File: src/rtl/rf_wb_ctrl.sv
// Register-file write-back arbiter: single-cycle A writes win, long-latency B writes queue in a FIFO.
// Optional pending-write scoreboard (busy_mask) is built only when RF_WB_SCOREBOARD_EN is defined.
module rf_wb_ctrl #(
    parameter int DEPTH = 4
) (
    input  logic        RF_clk,
    input  logic        RF_rst,
    input  logic        ena,
    input  logic        a_valid,
    input  logic [4:0]  a_rdc,
    input  logic [31:0] a_data,
    input  logic        b_valid,
    input  logic [4:0]  b_rdc,
    input  logic [31:0] b_data,
    output logic        b_ready,
    input  logic        iss_valid,
    input  logic [4:0]  iss_rdc,
    output logic        RF_W,
    output logic [4:0]  Rdc,
    output logic [31:0] Rd,
    output logic [31:0] busy_mask,
    output logic [3:0]  q_count
);

    localparam int         PTR_W   = $clog2(DEPTH);
    localparam logic [3:0] DEPTH_C = 4'(DEPTH);

    logic [4:0]       q_rdc  [DEPTH];
    logic [31:0]      q_data [DEPTH];
    logic [PTR_W-1:0] rd_ptr;
    logic [PTR_W-1:0] wr_ptr;

    logic        a_take;
    logic        b_live;
    logic        q_empty;
    logic        drain;
    logic        bypass;
    logic        enq;
    logic [4:0]  head_rdc;
    logic [31:0] head_data;

    function automatic logic [PTR_W-1:0] ptr_inc(input logic [PTR_W-1:0] p);
        return (p == PTR_W'(DEPTH - 1)) ? '0 : p + PTR_W'(1);
    endfunction

    // b_ready looks only at the registered count, so a full queue refuses even while draining
    assign b_ready   = ena && !RF_rst && (q_count < DEPTH_C);
    assign a_take    = ena && a_valid && (a_rdc != 5'd0);
    assign b_live    = b_valid && b_ready && (b_rdc != 5'd0);
    assign q_empty   = (q_count == 4'd0);
    assign drain     = ena && !a_take && !q_empty;
    assign bypass    = ena && !a_take && q_empty && b_live;
    assign enq       = b_live && !bypass;
    assign head_rdc  = q_rdc[rd_ptr];
    assign head_data = q_data[rd_ptr];

    always_ff @(posedge RF_clk or posedge RF_rst) begin
        if (RF_rst) begin
            RF_W <= 1'b0;
            Rdc  <= 5'd0;
            Rd   <= 32'd0;
        end else if (!ena) begin
            RF_W <= 1'b0;
        end else if (a_take) begin
            RF_W <= 1'b1;
            Rdc  <= a_rdc;
            Rd   <= a_data;
        end else if (drain) begin
            RF_W <= 1'b1;
            Rdc  <= head_rdc;
            Rd   <= head_data;
        end else if (bypass) begin
            RF_W <= 1'b1;
            Rdc  <= b_rdc;
            Rd   <= b_data;
        end else begin
            RF_W <= 1'b0;
        end
    end

    // Entries are discarded on reset by clearing the pointers; storage itself needs no reset
    always_ff @(posedge RF_clk) begin
        if (enq) begin
            q_rdc[wr_ptr]  <= b_rdc;
            q_data[wr_ptr] <= b_data;
        end
    end

    always_ff @(posedge RF_clk or posedge RF_rst) begin
        if (RF_rst) begin
            rd_ptr  <= '0;
            wr_ptr  <= '0;
            q_count <= 4'd0;
        end else begin
            if (enq) begin
                wr_ptr <= ptr_inc(wr_ptr);
            end
            if (drain) begin
                rd_ptr <= ptr_inc(rd_ptr);
            end
            case ({enq, drain})
                2'b10:   q_count <= q_count + 4'd1;
                2'b01:   q_count <= q_count - 4'd1;
                default: q_count <= q_count;
            endcase
        end
    end

`ifdef RF_WB_SCOREBOARD_EN
    logic [31:0] busy_set;
    logic [31:0] busy_clr;

    always_comb begin
        busy_set = '0;
        busy_clr = '0;
        if (ena && iss_valid && (iss_rdc != 5'd0)) begin
            busy_set[iss_rdc] = 1'b1;
        end
        if (drain) begin
            busy_clr[head_rdc] = 1'b1;
        end else if (bypass) begin
            busy_clr[b_rdc] = 1'b1;
        end
    end

    // A new issue to the same register outranks the write that retires it
    always_ff @(posedge RF_clk or posedge RF_rst) begin
        if (RF_rst) begin
            busy_mask <= '0;
        end else begin
            busy_mask <= (busy_mask & ~busy_clr) | busy_set;
        end
    end
`else
    logic unused_iss;
    assign unused_iss = ^{iss_valid, iss_rdc};
    assign busy_mask  = '0;
`endif

endmodule

File: config.mk
export PLATFORM = sky130hd
export DESIGN_NAME = rf_wb_ctrl
export DESIGN_NICKNAME = d
export VERILOG_FILES = /design/src/rtl/rf_wb_ctrl.sv
export SDC_FILE = /design/constraint.sdc
export NUM_CORES = 1
export LEC_CHECK = 0
export BUFFER_PORTS_ARGS = -buffer_cell sky130_fd_sc_hd__buf_2
export CORE_ASPECT_RATIO = 2
export CORE_MARGIN = 5
export CORE_UTILIZATION = 55
export CTS_CLUSTER_DIAMETER = 120
export DETAILED_ROUTE_END_ITERATION = 10
export PLACE_DENSITY = 0.8
export RECOVER_POWER = 25
export SKIP_LAST_GASP = 1
export SLEW_MARGIN = 25
export SYNTH_ARGS = -nofsm -noshare
export SYNTH_HDL_FRONTEND = slang
export SYNTH_SLANG_ARGS = --single-unit
File: constraint.sdc
create_clock -name RF_clk -period 3.49 [get_ports RF_clk]
set_clock_uncertainty 0.2 [all_clocks]
set_input_delay 0 -clock RF_clk [delete_from_list [all_inputs] [get_ports RF_clk]]
set_output_delay 0 -clock RF_clk [all_outputs]
set_load 0.01 [all_outputs]
## After elaboration in Yosys (flattened, before gate mapping)

Memories as Yosys holds them, arrays and structs flattened.
Cells that the tools add are included.
W data, S select, Z words.

- Equal/unequal tests: 4
- Magnitude comparators: 1
- Reductions and logical operators: 21
- Multiplexer cells: 15
- $add $sub $neg: 4

Operators by type and width:

| operator | number |
|---|---|
| $mux W32 | 3 |
| $mux W5 | 3 |
| $logic_and A1 B1 Y1 | 11 |
| $reduce_bool A5 Y1 | 2 |
| $pmux W4 S2 | 1 |
| $eq A2 B2 Y1 const B | 3 |
| $mux W1 | 6 |
| $add A2 B1 Y2 const B | 2 |
| $add A4 B1 Y4 const B | 1 |
| $logic_not A1 Y1 | 4 |
| $logic_not A4 Y1 | 1 |
| $lt A4 B3 Y1 const B | 1 |
| $mux W2 | 2 |
| $sub A4 B1 Y4 const B | 1 |
| $reduce_bool A3 Y1 | 1 |
| $eq A2 B1 Y1 const B | 1 |
| $reduce_and A2 Y1 | 1 |
| $reduce_bool A2 Y1 | 1 |

- Register bits: 46
- Memories kept: 2
- Bits of input ports: 85
- Memory bits (writable): 148
- Logic and storage cells: 53
- Output and inout bits: 75

Memories:

| name | depth | bits a word | read ports | clocked after Yosys merged registers in | write ports | line | text |
|---|---|---|---|---|---|---|---|
| q_data | 4 | 32 | 1 | 0 | 1 | 29 | `logic [31:0] q_data [DEPTH];` |
| q_rdc | 4 | 5 | 1 | 0 | 1 | 28 | `logic [4:0] q_rdc [DEPTH];` |

## Logic depth before layout (Yosys ltp)

Gate-level depths: netlist (run 1).

- Depth in word-level cells: 10
- Gate-level depth with buffers: 12
- Gate-level depth less buffers: 11

## Least setup slack after synthesis (run 1)

Ideal clock, no wire load.

- Kind: register to register
- Start point: register q_count[2]
- End point: memory q_data[3][0], enable pin
- Setup slack: 544 ps
- Data arrival time: 2349 ps
- Clock period less this slack: 2946 ps
- Cell stages (with the launch flop): 6
- Required time: 2892 ps
- Setup time: 398 ps
- Path buffers: 1
- Path through: dfrtp_1 buf_4 nor4b_4 o211ai_2 a31oi_2 and2_1

- Longest elaborated chain between the ends: 9
- Elaborated cells on any way between the ends: 11
- Classes of those cells: order compare: 1; mux: 2; reduce/logical: 8

Ends and longest elaborated chain:

| element | line | text |
|---|---|---|
| from (decl) | 22 | `output logic [3:0] q_count` |
| from (signal assigned) | 102 | `2'b10: q_count <= q_count + 4'd1;` |
| from (signal assigned) | 103 | `2'b01: q_count <= q_count - 4'd1;` |
| from (signal assigned) | 104 | `default: q_count <= q_count;` |
| $lt A4 B3 Y1 * | 47 | `assign b_ready = ena && !RF_rst && (q_count < DEPTH_C);` |
| $logic_and A1 B1 Y1 * | 47 |  |
| net b_ready | 15 | `output logic b_ready,` |
| $logic_and A1 B1 Y1 * (2 in series) | 49 | `assign b_live = b_valid && b_ready && (b_rdc != 5'd0);` |
| $logic_and A1 B1 Y1 | 52 | `assign bypass = ena && !a_take && q_empty && b_live;` |
| $logic_not A1 Y1 | 53 | `assign enq = b_live && !bypass;` |
| $logic_and A1 B1 Y1 * | 53 |  |
| $mux W1 * | 83 | `if (enq) begin` |
| $mux W1 (not written as such) * | 85 | `q_data[wr_ptr] <= b_data;` |
| to (decl) | 29 |  |

The timed path passes the listed nets; every way through them passes the cells marked *.

## Final worst setup path (run 1)

- Start point: register q_count[2]
- End point: register Rdc[0]

- Longest elaborated chain between the ends: 7
- Elaborated cells on any way between the ends: 13
- Classes of those cells: order compare: 1; mux: 2; reduce/logical: 10

Ends and longest elaborated chain:

| element | line | text |
|---|---|---|
| $lt A4 B3 Y1 | 47 |  |
| $logic_and A1 B1 Y1 | 47 |  |
| $logic_and A1 B1 Y1 (2 in series) | 49 |  |
| $logic_and A1 B1 Y1 | 52 |  |
| $reduce_bool A3 Y1 (no line) | n/a |  |
| $reduce_and A2 Y1 (no line) | n/a |  |
| to (signal assigned) | 66 | `Rdc <= a_rdc;` |
| to (signal assigned) | 70 | `Rdc <= head_rdc;` |
| to (signal assigned) | 74 | `Rdc <= b_rdc;` |
| to (decl) | 19 | `output logic [4:0] Rdc,` |

Parallel ways exist; a longest one is shown, timed or not.
A chain may end at the register's enable or synchronous reset.

==> impl_summary.md, run 1 <==
Status
The flow ran to the end, and the final reports show no timing, DRC or antenna violations.

STA
The transition time at the pin with the least slew margin is 0.9296 ns. The number of max-slew violations in the final report is 0. The total count of hold-check failures in the final report is 0. The final setup violation count is 0.

The shortest period the worst path allows is 3.071 ns. The setup total negative slack is 0 ns. In the finished design, the share of the clock period the worst path needs comes to 88.01%. Setup repair after global routing left no endpoint under its margin. The worst hold margin is 0.06015 ns. Timing would allow up to 325.6 MHz. The max-slew headroom at the worst pin is between 30% and 40%.

Min path
The count of cells along the worst hold path is 4. The class of the most critical hold timing path is primary input to flop.

Clock network
The post-CTS setup buffer count is 0. At the later pin of the worst-skew pair, clock insertion delay measures 0.43 ns. The number of buffers created by CTS is 17. The maximum level of the CTS H-tree is 4. The TritonCTS clock tree is built. In this run the deepest clock path goes through 2 buffers. The number of sinks driven by the clock tree is 194.

The CTS root buffer is sky130_fd_sc_hd__clkbuf_16. After clock tree synthesis, the clock-pin slew on the worst setup and hold paths is 0.07 ns.

Global route
The via count of the first global-routing pass is 5876. For this run the aggregate overflow at the end of global routing stands at 0. For this run, the total global-route usage over all layers was measured as 24.07%. The largest net degree at the start of global routing is 74. The first global-routing pass estimated around 33000 µm of wire.

The initial antenna violation count is 0.

Final layout
The finished layout holds 946 standard cells, fillers aside. The cell area after layout is 10470 µm². For this run, the post-layout net count is roughly 830. The repair_antennas step left the layout with diodes totalling 0. In the layout the commonest cells are sky130_fd_sc_hd__edfxtp_1 (148), sky130_fd_sc_hd__buf_2 (92), sky130_fd_sc_hd__dlygate4sd3_1 (79).

The most common cell after layout, fill and taps aside is sky130_fd_sc_hd__edfxtp_1. The fraction of layout instances using a drive strength above 1 is around a quarter. The number of fill cells in the layout is 1002. The layout overhead on the synthesized area is 23.74%.

Power
The static leakage power is 3.974 nW. In this run switching power makes up 30.30% of total power. The internal power of the cells totals 0.004666 W. Power comes to around 0.0067 W. The clock network burns ~28% of the power. VDD sags by at most about 0.00045 V. The net load switching power is between 0.002 and 0.0025 W.

The combinational cell fraction of total power is 26.8%. The cell area power density is ~640 nW/µm². Sequential cells account for 44.6% of the total power.

Synth
Synthesis produced a netlist whose cell count is 538. Summing every instance area after synthesis gives 8458 µm². The post-synthesis sequential element count is between 150 and 200. The count of synthesis-stage warnings from yosys is 0. In the synthesized netlist the async set-or-reset flop fraction comes to 23.71%. The synthesized netlist contains 42 unique library cells. For this run, the register share of the synthesized area comes to 66.15%. The average cell area after synthesis is 15.72 µm². In the synthesized netlist the dominant register cell turns out to be sky130_fd_sc_hd__edfxtp_1. In this run, synthesis inferred 148 flip-flops with an integrated enable.

Critical path
The most repeated library cell on the critical path is sky130_fd_sc_hd__dlygate4sd3_1. The depth of the worst register-to-register path is 7. By startpoint and endpoint, the worst setup path is classified as flop to flop. The signal on the critical path passes through nor4b_4 -> o211ai_2 -> dlygate4sd3_1 -> a21bo_1 -> dlygate4sd3_1 -> inv_2 -> mux2_4. The worst path arrival time is ~3.2 ns.

The worst setup path is launched from a flop. The critical path data required time is 3.61 ns. The slowest stage of the critical path belongs to the cell sky130_fd_sc_hd__dlygate4sd3_1. The maximum single-stage delay on the critical path is 0.59 ns.

The sort of element at the end of the critical path is a flop. Along the worst path, the maximum fanout reaches 9.

Route
The first detailed-routing pass ran for 5 iterations. The residual antenna-violating net count after detailed routing is 0. The DRC violation total after the first TritonRoute iteration is 569. After detailed routing, the number of vias per cell comes to around 5.8. In the routed design, unresolved DRC markers number 0.

The final wirelength is 20850 µm. The routed wirelength normalized by instance count is ~22 µm. Detailed routing inserted a total of around 5500 vias.

Placed design
The quantity of I/O buffers inserted on ports is 121. Summing all placed instances gives a cell area of a little over 9000 µm². The final weighted congestion in routability-driven placement is 0.7807.

Including well taps, the total number of placed cells is 835. The post-detailed-placement half-perimeter wirelength is approximately 12000 µm.

Floorplan
The die span in x is around 98 µm. The die covers 18110 µm². 160 I/O pins were placed. The initial core utilization is 55.59%. The total number of placement rows is 64. From bottom edge to top edge, the die measures 185.4 µm. In this run the standard cell core region covers ~15000 µm².

Job
The max-capacitance violation count is 0.
==> power groups by stage <==
stage / clock [W] / sequential (W) / combinational, W
after floorplan: 0 / 0.00298 / 0.00125
after CTS: 0.00194 / 0.00298 / 0.00180
after global routing: 0.00204 / 0.00302 / 0.00196
final: 0.00191 / 0.00299 / 0.00180
after global placement: 0 / 0.00300 / 0.00165
after detailed placement: 0 / 0.00302 / 0.00171
==> critical path, delay by kind of cell (launching register included) <==
kind,cells,cell delay [ns]
AND/OR/NAND/NOR,1,0.36
AO/OA/AOI/OAI,2,0.35
buffers and inverters,3,1.23
flip-flops,1,0.52
multiplexers,1,0.29
==> sequential cells by signal (all words and copies together), names as in the netlist <==
signal,count
q_count,4
RF_W,1
Rdc,5
wr_ptr,2
q_data,128
rd_ptr,2
Rd,32
q_rdc,20
==> logic make-up (layout without fill, tap and decap cells) <==
| group | count (synthesis) | count (layout) | synth area share, % |
|---|---|---|---|
| simple gates | 127 | 127 | 6.968 |
| compound gates | 86 | 86 | 8.965 |
| other cells | 1 | 32 | 0.04434 |
| fa+ha+maj | 8 | 8 | 1.183 |
| flops | 194 | 194 | 66.15 |
| xor+xnor | 5 | 5 | 0.5177 |
| mux | 44 | 44 | 10.83 |
| buf+inv | 73 | 252 | 5.340 |
==> per-stage QoR <==
stage / setup WS (ns) / utilization, %
finish: 0.4186 / 68.79
CTS: 0.4257 / 69.02
global route: 0.2315 / 68.79
global placement: 0.6432 / 60.00
detailed placement: 0.4633 / 60.00
floorplan: 0.5437 / -
==> per-layer routing <==
layer / share of wire [%] / up-vias / track usage (%) / wire length (µm)
li1: - / 2412 / - / -
met1: 35 / 2796 / 27.87 / 7337
met2: 55 / 270 / 43.00 / 11490
met3: 6.7 / 48 / 4.787 / 1400
met4: 3.0 / 0 / 11.04 / 622
met5: 0 / - / 0 / 0
==> path summary, 6_finish.rpt <==
path | startpoint | slack, ns | end
worst max-delay path | q_count[2] | 0.42 | Rdc[0]
worst max register to register | q_count[2] | 0.42 | Rdc[0]
max in group asynchronous | RF_rst | 2.36 | rd_ptr[1]
worst min-delay path | a_valid | 0.06 | rd_ptr[0]
worst min register to register | Rd[26] | 0.29 | Rd[26]
min in group asynchronous | RF_rst | 0.14 | q_count[3]
==> cell usage after synthesis (2+ instances only) <==
cell type	n	area share, %
sky130_fd_sc_hd__a21oi_1	2	0.12
sky130_fd_sc_hd__a32o_1	36	4.3
sky130_fd_sc_hd__and2_1	5	0.37
sky130_fd_sc_hd__buf_2	16	0.95
sky130_fd_sc_hd__buf_4	40	3.6
sky130_fd_sc_hd__clkbuf_1	11	0.49
sky130_fd_sc_hd__dfrtp_1	46	14
sky130_fd_sc_hd__edfxtp_1	148	53
sky130_fd_sc_hd__ha_1	8	1.2
sky130_fd_sc_hd__inv_1	4	0.18
sky130_fd_sc_hd__mux2_2	6	0.80
sky130_fd_sc_hd__mux4_2	37	9.9
sky130_fd_sc_hd__nand2_1	72	3.2
sky130_fd_sc_hd__nand3_1	36	2.1
sky130_fd_sc_hd__nor2_1	3	0.13
sky130_fd_sc_hd__o21a_1	36	3.2
sky130_fd_sc_hd__o21ai_0	4	0.24
sky130_fd_sc_hd__xor2_1	4	0.41
==> area by class of cell <==
type                       instances  area (µm²)  share of cell area, %
multi-input combinational        302        2534                  24.21
clock buffer                      18       439.2                  4.196
inverter                           5       20.02                 0.1913
sequential                       194        5598                  53.48
timing repair buffer             215        1485                  14.19
tap                              198       247.7                  2.367
clock inverter                    14       142.6                  1.363
==> timing repair <==
item | 4_1_cts | 5_1_grt
hold buffers | 79 | 0
endpoints found under the hold margin | 234 | 0
gates resized for setup | 0 | 0
Note: power is estimated with default switching activity, not from simulation.
==> run 2: changes to the inputs <==
CORE_ASPECT_RATIO = 1.5   (was 2)
==> run 2 against run 1 <==
Compared with the run above:
- clock-buffer cell count is 1 higher
- flip-flop and latch count stayed put
- setup slack improved by 0.054 ns
- sequential power shrank 1%
- highest routed layer unchanged
==> impl_summary.md, run 2 (synthesized netlist as in run 1, its figures left out) <==
Status
The flow ran to the end, and the final reports show no timing, DRC or antenna violations.

STA
The final period utilization is 86.46% (-1.5 points). The total count of hold-check failures in the final report is 0 (unchanged). The top achievable clock speed is 331.4 MHz (+1.8%). The worst hold margin was 0.05872 ns (-0.001430 ns).

The final setup violation count is 0 (unchanged). The shortest period the worst path allows was 3.017 ns (-0.05399 ns). The number of max-slew violations in the final report is 0 (unchanged). The max-slew headroom at the worst pin is 38.32% (+0.36 points). The setup total negative slack is 0 ns (unchanged). Setup repair after global routing left no endpoint under its margin. The transition time at the pin with the least slew margin is 0.9219 ns (-0.007645 ns).

Final layout
The cell area after layout is 10500 µm² (+0.35%). The non-filler instance count after layout is 944 (-0.21%). More flip-flops sit in one register than any other, and that register is q_data. The layout overhead on the synthesized area is 24.17%. Leaving out fill and tap cells, the most frequent cell in the layout is sky130_fd_sc_hd__edfxtp_1. The fraction of layout instances using a drive strength above 1 came to 26.44% (+0.11 points). The library cells used most frequently in the layout, excluding fill and tap cells, are sky130_fd_sc_hd__edfxtp_1 (148), sky130_fd_sc_hd__buf_2 (92), sky130_fd_sc_hd__dlygate4sd3_1 (77). The layout net count is 825 (-0.36%). The number of flip-flops under the largest register name is 128 (unchanged). The diode insertion count for antenna repair is 0 (unchanged). The largest registers in the layout are q_data: 128 flops, Rd: 32 flops, q_rdc: 20 flops.

Power
The combinational cell fraction of total power came to 26.9% (about the same). The maximum vdd ir drop is 0.0003685 V (-18%). The static leakage power is 3.976 nW (about the same). The cell area power density is 648.1 nW/µm² (+1.3%). The proportion of power drawn by the clock network is 29.8% (+1.3 points). The sequential power share is 43.4% (-1.2 points).

The switching power share of the total is 29.52% (-0.78 points). The net load switching power is 0.002009 W (-0.92%). The internal power component was 0.004797 W (+2.8%).

Critical path
The start-to-end type of the worst setup path is flop to flop. STA classifies the critical path endpoint as a flop. The critical-path maximum fanout is 9 (unchanged). The worst path arrival time is 3.11 ns (-0.08 ns). The depth of the worst register-to-register path is 11 (+4). STA classifies the critical path startpoint as a flop. The critical path data required time is 3.59 ns (-0.02 ns).

Route
The routed wirelength normalized by instance count was 22.41 µm (+1.7%). The ratio of routed vias to standard cells is 5.972 (+2.2%). The detailed-routing iteration count for the pre-antenna-repair pass was 5 (unchanged).

The count of unresolved DRC violations after routing is 0 (unchanged). The final wirelength is 21150 µm (+1.5%). The residual antenna-violating net count after detailed routing came to 0 (unchanged).

The via count of the routed design came to 5638 (+2.0%). The DRC violation total after the first TritonRoute iteration is 544 (-4.4%).

Placed design
The placed cell area is 9148 µm² (+0.21%). The quantity of I/O buffers inserted on ports was 121 (unchanged). The placed cell count is 835 (unchanged).

The post-detailed-placement half-perimeter wirelength was 12300 µm (+2.6%). The final weighted congestion in routability-driven placement is 0.7494 (-4.0%).

Global route
The wire length of the first global-routing pass was 33310 µm (+0.94%). The all-layer global routing usage is 24.07% (about the same). The total grt overflow came to 0 (unchanged). The initial antenna violation count was 0 (unchanged). The largest net degree at the start of global routing is 74 (unchanged). The via count of the first global-routing pass is 6086 (+3.6%).

Clock network
The tree is rooted in a sky130_fd_sc_hd__clkbuf_16. The number of sinks driven by the clock tree is 194 (unchanged). The post-CTS setup buffer count came to 0 (unchanged). The clock-pin slew on the worst setup and hold paths is 0.07 ns (about the same). The clock insertion delay at the later pin of the skew report is 0.42 ns (about the same).

The count of cells resized by post-cts repair came to 0 (unchanged). The TritonCTS clock tree is built. The number of hold-repair buffers added at the cts stage is 77 (-2.5%). The largest buffer count on any clock path was 2 (unchanged). The maximum level of the CTS H-tree is 4 (unchanged).

The number of buffers created by CTS is 17 (unchanged).

Floorplan
The number of placed I/O pins came to 160 (unchanged). The initial core utilization is 56.12% (+0.53 points). The total number of placement rows is 55 (-14%). The floorplan die area is 18010 µm² (-0.55%). The die span in x is 111.3 µm (+14%). The placeable core region is 15070 µm² (-0.95%).

The die extent in y is 161.9 µm (-13%).

Job
The max-capacitance violation count is 0 (unchanged).

Min path
The class of the most critical hold timing path is primary input to asynchronous set/reset pin.
-- run 2: cell count changes in the layout (fill, tap and decap cells not counted), sizes merged --
cell and delta:
clkinv -3, bufinv +2, clkinvlp +2, dlygate4sd3 -2, inv -2, buf -1, clkbuf +1
-- run 2: worst max-delay path: stages (launching register included) --
cell and delay (ns):
sky130_fd_sc_hd__dfrtp_1 0.52, sky130_fd_sc_hd__nor4b_4 0.36, sky130_fd_sc_hd__o211ai_2 0.18, sky130_fd_sc_hd__a31oi_2 0.35
sky130_fd_sc_hd__inv_1 0.12, sky130_fd_sc_hd__ha_1 0.28, sky130_fd_sc_hd__xor2_1 0.17, sky130_fd_sc_hd__ha_1 0.20
sky130_fd_sc_hd__a21oi_1 0.15, sky130_fd_sc_hd__xor2_1 0.15, sky130_fd_sc_hd__nor2_1 0.07, sky130_fd_sc_hd__xor2_1 0.14
-- run 2: layer usage --
layer | share of wire [%] | global-route usage [%] | wire length (µm) | up-vias
li1 | - | - | - | 2419
met1 | 35 | 27.93 | 7342 | 2849
met2 | 54 | 42.04 | 11460 | 317
met3 | 7.3 | 6.038 | 1534 | 53
met4 | 3.9 | 11.18 | 820 | 0
met5 | 0 | 0 | 0 | -
-- run 2: through the flow --
| stage | power (W) | worst slack, ns | utilization, % |
|---|---|---|---|
| after floorplan | 0.004231 | 0.5437 | - |
| after global placement | 0.004638 | 0.6185 | 60.70 |
| after detailed placement | 0.004735 | 0.4868 | 60.70 |
| after CTS | 0.006833 | 0.4747 | 69.91 |
| after global routing | 0.007127 | 0.2879 | 69.69 |
| final | 0.006807 | 0.4726 | 69.69 |
-- run 2: path summary, 6_finish.rpt --
check	slack, ns	to	start
max in group asynchronous	2.56	rd_ptr[1]	RF_rst
min in group RF_clk	0.06	wr_ptr[1]	a_valid
hold / removal	0.06	q_count[3]	RF_rst
setup reg to reg	0.47	q_count[2]	q_count[2]
setup / recovery	0.47	q_count[2]	q_count[2]
hold reg to reg	0.29	Rdc[3]	Rdc[3]
-- run 2: layout make-up --
class	count	area (µm²)
clock buffer	19	442.9
clock inverter	13	175.2
fill	962	4568
inverter	5	21.27
multi-input combinational	302	2534
sequential	194	5598
tap	199	249.0
timing repair buffer	212	1483
-- run 2: power groups by stage --
stage          Combinational [W]  Sequential [W]  Clock (W)
2_1_floorplan            0.00125         0.00298          0
3_3_place_gp             0.00167         0.00297          0
3_5_place_dp             0.00174         0.00299          0
4_1_cts                  0.00185         0.00294    0.00204
5_1_grt                  0.00199         0.00298    0.00215
6_report                 0.00183         0.00295    0.00203
